### src/rtl/ps2_scancode_decoder.sv
// PS/2 set-2 scancode decoder: prefix FSM, make-code lookup and 4-entry symbol FIFO.
// Optional typematic repeat filter enabled by defining PS2_REPEAT_FILTER_EN.
module ps2_scancode_decoder (
  input  logic       clk,
  input  logic       rst,
  input  logic [7:0] ps2_received_data,
  input  logic       ps2_received_data_strb,
  output logic [5:0] sym_data,
  output logic       sym_valid,
  input  logic       sym_ready,
  output logic       fifo_overflow
);

  typedef enum logic [1:0] {
    ST_IDLE      = 2'd0,
    ST_EXT       = 2'd1,
    ST_BREAK     = 2'd2,
    ST_EXT_BREAK = 2'd3
  } state_t;

  // Returns {hit, symbol}; hit=0 for codes with no symbol assigned.
  function automatic logic [6:0] lookup(input logic [7:0] code);
    case (code)
      8'h1C: lookup = {1'b1, 6'd0};   8'h32: lookup = {1'b1, 6'd1};
      8'h21: lookup = {1'b1, 6'd2};   8'h23: lookup = {1'b1, 6'd3};
      8'h24: lookup = {1'b1, 6'd4};   8'h2B: lookup = {1'b1, 6'd5};
      8'h34: lookup = {1'b1, 6'd6};   8'h33: lookup = {1'b1, 6'd7};
      8'h43: lookup = {1'b1, 6'd8};   8'h3B: lookup = {1'b1, 6'd9};
      8'h42: lookup = {1'b1, 6'd10};  8'h4B: lookup = {1'b1, 6'd11};
      8'h3A: lookup = {1'b1, 6'd12};  8'h31: lookup = {1'b1, 6'd13};
      8'h44: lookup = {1'b1, 6'd14};  8'h4D: lookup = {1'b1, 6'd15};
      8'h15: lookup = {1'b1, 6'd16};  8'h2D: lookup = {1'b1, 6'd17};
      8'h1B: lookup = {1'b1, 6'd18};  8'h2C: lookup = {1'b1, 6'd19};
      8'h3C: lookup = {1'b1, 6'd20};  8'h2A: lookup = {1'b1, 6'd21};
      8'h1D: lookup = {1'b1, 6'd22};  8'h22: lookup = {1'b1, 6'd23};
      8'h35: lookup = {1'b1, 6'd24};  8'h1A: lookup = {1'b1, 6'd25};
      8'h45: lookup = {1'b1, 6'd26};  8'h16: lookup = {1'b1, 6'd27};
      8'h1E: lookup = {1'b1, 6'd28};  8'h26: lookup = {1'b1, 6'd29};
      8'h25: lookup = {1'b1, 6'd30};  8'h2E: lookup = {1'b1, 6'd31};
      8'h36: lookup = {1'b1, 6'd32};  8'h3D: lookup = {1'b1, 6'd33};
      8'h3E: lookup = {1'b1, 6'd34};  8'h46: lookup = {1'b1, 6'd35};
      8'h29: lookup = {1'b1, 6'd36};  8'h5A: lookup = {1'b1, 6'd37};
      default: lookup = 7'd0;
    endcase
  endfunction

  state_t      state_r, state_s;
  logic [6:0]  lookup_s;
  logic        push_s, push_r;
  logic [5:0]  push_data_r;
  logic        held_set_s, held_clr_s;
  logic [5:0]  held_r;
  logic        held_valid_r;
  logic [5:0]  mem_r [4];
  logic [1:0]  wr_ptr_r, rd_ptr_r;
  logic [2:0]  count_r, count_s;
  logic        sym_valid_r, overflow_r;
  logic        pop_s, write_s, overflow_s;

  assign lookup_s = lookup(ps2_received_data);

  // Prefix FSM: decides next state and whether this byte yields a symbol.
  always_comb begin
    state_s    = state_r;
    push_s     = 1'b0;
    held_set_s = 1'b0;
    held_clr_s = 1'b0;
    if (ps2_received_data_strb) begin
      case (state_r)
        ST_IDLE: begin
          if (ps2_received_data == 8'hE0) begin
            state_s = ST_EXT;
          end else if (ps2_received_data == 8'hF0) begin
            state_s = ST_BREAK;
          end else if (lookup_s[6]) begin
`ifdef PS2_REPEAT_FILTER_EN
            if (held_valid_r && (held_r == lookup_s[5:0])) begin
              push_s = 1'b0;
            end else begin
              push_s     = 1'b1;
              held_set_s = 1'b1;
            end
`else
            push_s = 1'b1;
`endif
          end else begin
            state_s = ST_IDLE;
          end
        end
        ST_EXT: begin
          if (ps2_received_data == 8'hF0) begin
            state_s = ST_EXT_BREAK;
          end else if (ps2_received_data == 8'hE0) begin
            state_s = ST_EXT;
          end else begin
            state_s = ST_IDLE;
          end
        end
        ST_BREAK: begin
          state_s = ST_IDLE;
          if (lookup_s[6] && held_valid_r && (held_r == lookup_s[5:0])) begin
            held_clr_s = 1'b1;
          end else begin
            held_clr_s = 1'b0;
          end
        end
        ST_EXT_BREAK: state_s = ST_IDLE;
        default:      state_s = ST_IDLE;
      endcase
    end else begin
      state_s = state_r;
    end
  end

  // FSM state and the one-cycle write stage in front of the FIFO.
  always_ff @(posedge clk) begin
    if (rst) begin
      state_r     <= ST_IDLE;
      push_r      <= 1'b0;
      push_data_r <= 6'd0;
    end else begin
      state_r     <= state_s;
      push_r      <= push_s;
      push_data_r <= lookup_s[5:0];
    end
  end

`ifdef PS2_REPEAT_FILTER_EN
  // Held key for typematic repeat suppression.
  always_ff @(posedge clk) begin
    if (rst) begin
      held_r       <= 6'd0;
      held_valid_r <= 1'b0;
    end else if (held_set_s) begin
      held_r       <= lookup_s[5:0];
      held_valid_r <= 1'b1;
    end else if (held_clr_s) begin
      held_valid_r <= 1'b0;
    end else begin
      held_valid_r <= held_valid_r;
    end
  end
`else
  assign held_r       = 6'd0;
  assign held_valid_r = 1'b0;
`endif

  // FIFO control: a pop frees a slot so a push into a full FIFO still lands.
  always_comb begin
    pop_s      = (count_r != 3'd0) && sym_ready;
    write_s    = push_r && ((count_r != 3'd4) || pop_s);
    overflow_s = push_r && (count_r == 3'd4) && !pop_s;
    count_s    = count_r + {2'd0, write_s} - {2'd0, pop_s};
  end

  // FIFO storage, pointers and registered status outputs.
  always_ff @(posedge clk) begin
    if (rst) begin
      for (int i = 0; i < 4; i++) mem_r[i] <= 6'd0;
      wr_ptr_r    <= 2'd0;
      rd_ptr_r    <= 2'd0;
      count_r     <= 3'd0;
      sym_valid_r <= 1'b0;
      overflow_r  <= 1'b0;
    end else begin
      if (write_s) begin
        mem_r[wr_ptr_r] <= push_data_r;
        wr_ptr_r        <= wr_ptr_r + 2'd1;
      end
      if (pop_s) begin
        rd_ptr_r <= rd_ptr_r + 2'd1;
      end
      count_r     <= count_s;
      sym_valid_r <= (count_s != 3'd0);
      overflow_r  <= overflow_s;
    end
  end

  assign sym_data      = mem_r[rd_ptr_r];
  assign sym_valid     = sym_valid_r;
  assign fifo_overflow = overflow_r;

endmodule

### config.mk
export PLATFORM = sky130hd
export DESIGN_NAME = ps2_scancode_decoder
export DESIGN_NICKNAME = d
export VERILOG_FILES = /design/src/rtl/ps2_scancode_decoder.sv
export SDC_FILE = /design/constraint.sdc
export NUM_CORES = 1
export LEC_CHECK = 0
export CAP_MARGIN = 10
export CORE_MARGIN = 4
export CORE_UTILIZATION = 62
export DETAILED_ROUTE_END_ITERATION = 12
export PLACE_DENSITY = 0.84
export SLEW_MARGIN = 15
export SYNTH_ARGS = -nofsm -noshare
export SYNTH_HDL_FRONTEND = slang
export SYNTH_SLANG_ARGS = --single-unit
### constraint.sdc
create_clock -name clk -period 4.6 [get_ports clk]
set_input_delay 0.69 -clock clk [delete_from_list [all_inputs] [get_ports clk]]
set_output_delay 0.69 -clock clk [all_outputs]
set_load 0.05 [all_outputs]
# Word-level counts from Yosys, hierarchy flattened
# Memory sizes are Yosys's and may differ from the RTL's. A register that Yosys moved wholly into a read port is not among the register bits.
# Index checks and enable logic that the tools add are counted.
# word_totals
rom_bits,896
reg_bits,18
elab_cells,56
ram_bits,24
mem_count,2
out_inout_bits,8
input_bits,12
# op_classes
bitwise,2
mux,18
eq_ne,8
n_reduce_logical,14
n_addsub,4
# memory_table
memory,depth,word_bits,rd,rd_clocked_by_memory_dff,wr,line,text
(no name shown),128,7,1,0,0,23,case (code)
mem_r,4,6,1,1,4,54,logic [5:0] mem_r [4];
# ops
cell,count
$eq 8x8->1 const B,2
$mux 2,7
$mux 1,8
$mux 7,1
$mux 6,1
$pmux 2 s3,1
$reduce_bool 3->1,2
$reduce_or 6->1,1
$reduce_or 5->1,1
$add 2x1->2 const B,2
$eq 2x2->1 const B,2
$logic_and 1x1->1,4
$ne 4x4->1 const B,1
$reduce_or 2->1,2
$add 3x1->3,1
$eq 3x3->1 const B,1
$ne 3x3->1 const B,1
$sub 3x1->3,1
$eq 2x1->1 const B,1
$logic_not 2->1,1
$not 1->1,2
$reduce_and 2->1,1
$logic_not 1->1,1
$logic_or 1x1->1,1

# Depth between registers and ports, before layout
# depth
depth_word,9
depth_mapped,10
mapped_depth_nobuf,9

# Worst setup path after synthesis
# OpenSTA, ideal clock, no wires.
# synth_path
path_type,input port to flip-flop
from,input sym_ready
to,"register sym_valid_r, in the netlist sym_valid"
cell_stages,10
setup_slack_ns,1.975
arrival_ns,2.493
required_time_ns,4.468
setup_ns,0.132
path_cell_list,or4b_1 > buf_2 > nand2_1 > ha_1 > inv_1 > ha_1 > fa_1 > xnor2_1 > xnor2_1 > a21oi_1
# synth_between
elab_chain_cells,6
# synth_lines
element,line,text
start: declaration,10,"input logic sym_ready,"
$logic_and 1x1->1 (*),150,pop_s = (count_r != 3'd0) && sym_ready;
$logic_or 1x1->1,151,write_s = push_r && ((count_r != 3'd4) || pop_s);
$logic_and 1x1->1,151,
$add 3x1->3,153,"count_s = count_r + {2'd0, write_s} - {2'd0, pop_s};"
$sub 3x1->3 (*),153,
$reduce_bool 3->1 (*),174,sym_valid_r <= (count_s != 3'd0);
end signal: assignment,174,
end: declaration,57,"logic sym_valid_r, overflow_r;"
# Mark *: on every way between the ends. The rest lies on a longest branch, timed or not.
# A chain may end at the register's enable or synchronous reset.

# Final worst setup path
# Same ends and word-level chain as after synthesis.

==> run metrics <==
status=finished, final reports clean; Max Buffers Root-to-Sink=2; # diodes=0; Clock Tree Root=clkbuf_8; antenna viol nets, final=0; initial DRC count=107; worst r2r src=count_r[1]; I/O pins=20; Hold Startpoint=state_r[1]; Final Max Tran Viols=0; clk sink count=44; placed cell count=281; WL/cell=15.9 um; Max-cap violations=0; Buf/Inv on CP=2; Hold Vio Cnt, Final=0; Non-Filler Instances=289; placed cell areas=2670 um^2; TritonRoute pass-1 iters=4; unrepaired setup endpoints after global routing=false; Peak supply drop=0.341 mV; post-layout instance area=2760 um^2; Setup Viol. Count Final=0; Worst-path clk slew=0.08 ns; grt ovf=0; Cell variety after synth=51; Post-Syn Area=2470 um^2; slack of the worst reg-to-reg path=2.11 ns; core area=3770 um^2; Fin Hold WS=0.504 ns; Max Freq=0.345 GHz; Synth Register Bits=44; part of the cycle the worst path needs=0.630; initial antenna violation count=0; H-tree depth=2; CP Cell Sequence=clkdlybuf4s50_1, or4b_1, nand2_1, ha_1, inv_1, ha_1, fa_1, xnor2_1, xnor2_1, a21oi_1; setup TNS=0 ns; total die area=5060 um^2; Final min period=2.90 ns; Cell Rows=22; total number of vias=1727; DP Wirelength=3500 um; critical path class=in -> reg; critical path data required time=4.75 ns; Routed WL=4600 um; Num CTS Buffers=5; critical path's slowest cell=or4b_1; port buffer count=19; crit path capture type=flop; PwrDens=383 nW/um^2; Clock Skew=0.0121 ns; syn nets=247; hold_buf cts=0; CTS tree=built; DR vias/cell=5.98; PostCTS Resize Cnt=0; hold worst-path end=state_r[1]; Worst slew margin=0.503; chip height=71.2 um; vias in the first global route=1686; Area growth syn-to-layout=11.6%; R2R depth=9; Post-CTS Setup Inserts=0; Worst R2R End=sym_valid; syn_area_per_cell=10.9 um^2; final core utilization=0.732; number of synthesis warnings=0; cell leakage power=1.01 nW; first-pass GRT wire length=8140 um; Post-synth ARST share=0; delay-heaviest family, CP=simple AND/OR/NAND/NOR gates; drt drc=0; Critical Path AT=3.05 ns; Post-synth EDFFs=24; Chip Width=71.2 um; CP Max Fanout=6; Slew @ Worst Pin=0.743 ns; Max stage delay on crit path=0.61 ns; Final Wtd Congestion=0.835; HP Class=reg -> reg; nets=261; startpoint types=primary input; cells after synthesis=226; worst-skew pair later-pin latency=0.29 ns; worst hold path depth=2; largest net degree at the start of global routing=25; Top FF cell, synth=edfxtp_1; post-synthesis sequential area ratio=0.453; Initial Util=0.656; share of cells above drive strength 1=0.0830; Global Route Usage Sum=0.201
[cell usage after synthesis (2+ instances only)]
library cell  number  area (um^2)
and2_1            25          156
edfxtp_1          24          721
dfxtp_1           20          400
nand2_1           11         41.3
nor2_1            11         41.3
a21oi_1           10         50.1
mux2i_1           10          100
ha_1               8          100
inv_1              8         30.0
nor2b_1            8         50.1
mux4_2             7          158
o21ai_0            7         35.0
buf_2              6         30.0
clkbuf_1           5         18.8
a211oi_1           4         30.0
nand2b_1           4         25.0
xor2_1             4         35.0
nand3_1            3         15.0
nand3b_1           3         22.5
nor4_1             3         18.8
o31a_1             3         26.3
o32ai_1            3         26.3
or2_1              3         18.8
xnor2_1            3         26.3
a22oi_1            2         15.0
a41oi_1            2         17.5
buf_4              2         15.0
nor3_1             2         10.0
nor3b_2            2         25.0
o311ai_0           2         17.5
[placed cells by master, fill, tap and decap left out, drive strengths merged, types with 2 or more instances in the layout]
| master | instances |
|---|---|
| mux2i | 10 |
| inv | 8 |
| clkbuf | 7 |
| dfxtp | 20 |
| nand3 | 3 |
| o311ai | 2 |
| nor4 | 3 |
| and2 | 25 |
| mux4 | 7 |
| o32ai | 3 |
| o21ai | 7 |
| xor2 | 4 |
| clkdlybuf4s50 | 19 |
| a22oi | 2 |
| a41oi | 2 |
| nor2 | 11 |
| nor3 | 3 |
| nor2b | 8 |
| nor3b | 3 |
| nand2b | 4 |
| a21oi | 10 |
| edfxtp | 24 |
| or2 | 4 |
| o31a | 3 |
| nand2 | 11 |
| nand3b | 4 |
| a211oi | 4 |
| xnor2 | 3 |
| ha | 8 |
[cells by family after synthesis]
family	after synthesis	synth area share
AO/OA/AOI/OAI	42	0.119
XOR/XNOR	7	0.0248
adder cells (fa/ha/maj)	9	0.0486
buffers and inverters	22	0.0395
flip-flops	44	0.453
multiplexers	17	0.104
AND/OR/NAND/NOR	85	0.211
[metal layers]
layer,global-route usage,vias to the layer above,wire [um]
li1,-,858,-
met1,0.244,815,1960
met2,0.350,48,2370
met3,0.0426,6,182
met4,0.0752,0,78
met5,0,-,0
[state kept, by name, summed over array words and instances, names as in the netlist, named ones only]
signal / count
wr_ptr_r: 2
state_r: 2
count_r: 3
push_data_r: 6
fifo_overflow: 1
rd_ptr_r: 2
sym_valid: 1
mem_r: 24
push_r: 1
[worst register-to-register path: cells and delay by family (launching register included)]
kind	cells	cell delay [ns]
AOI/OAI and AO/OA	1	0.09
xor gates and xnor gates	2	0.35
adders and majority gates	3	0.69
buffers and inverters	1	0.04
DFF	1	0.35
and+or+nand+nor	2	0.82
[worst max-delay path by stage]
stage                         start   endpoint  slack [ns]  depth (start not counted)
after floorplan           sym_ready  sym_valid        1.98                         10
final                     sym_ready  sym_valid        1.70                         10
after CTS                 sym_ready  sym_valid        1.71                         10
after global routing      sym_ready  sym_valid        1.59                         10
after detailed placement  sym_ready  sym_valid        1.41                         10
after global placement    sym_ready  sym_valid        1.45                         10
[where the power goes]
part	internal (W)	total (W)	switching, W
Clock	0.000122	0.000242	0.000120
Combinational	0.000146	0.000330	0.000184
Sequential	0.000450	0.000486	0.0000362
[final cells by class]
type | count | area, um^2
multi-input cells | 160 | 1250
flip-flops and latches | 44 | 1120
fillers | 285 | 1010
repair buffers | 20 | 198
clock buffers | 7 | 86.3
well taps | 48 | 60.1
inverters | 9 | 33.8
clock inverters | 1 | 7.51
[through the flow]
step	worst slack (ns)	total power, W
after global routing	1.59	0.00112
final	1.70	0.00106
after detailed placement	1.41	0.000828
after CTS	1.71	0.00107
after floorplan	1.98	0.000740
after global placement	1.45	0.000819
(Power assumes the default switching activity.)
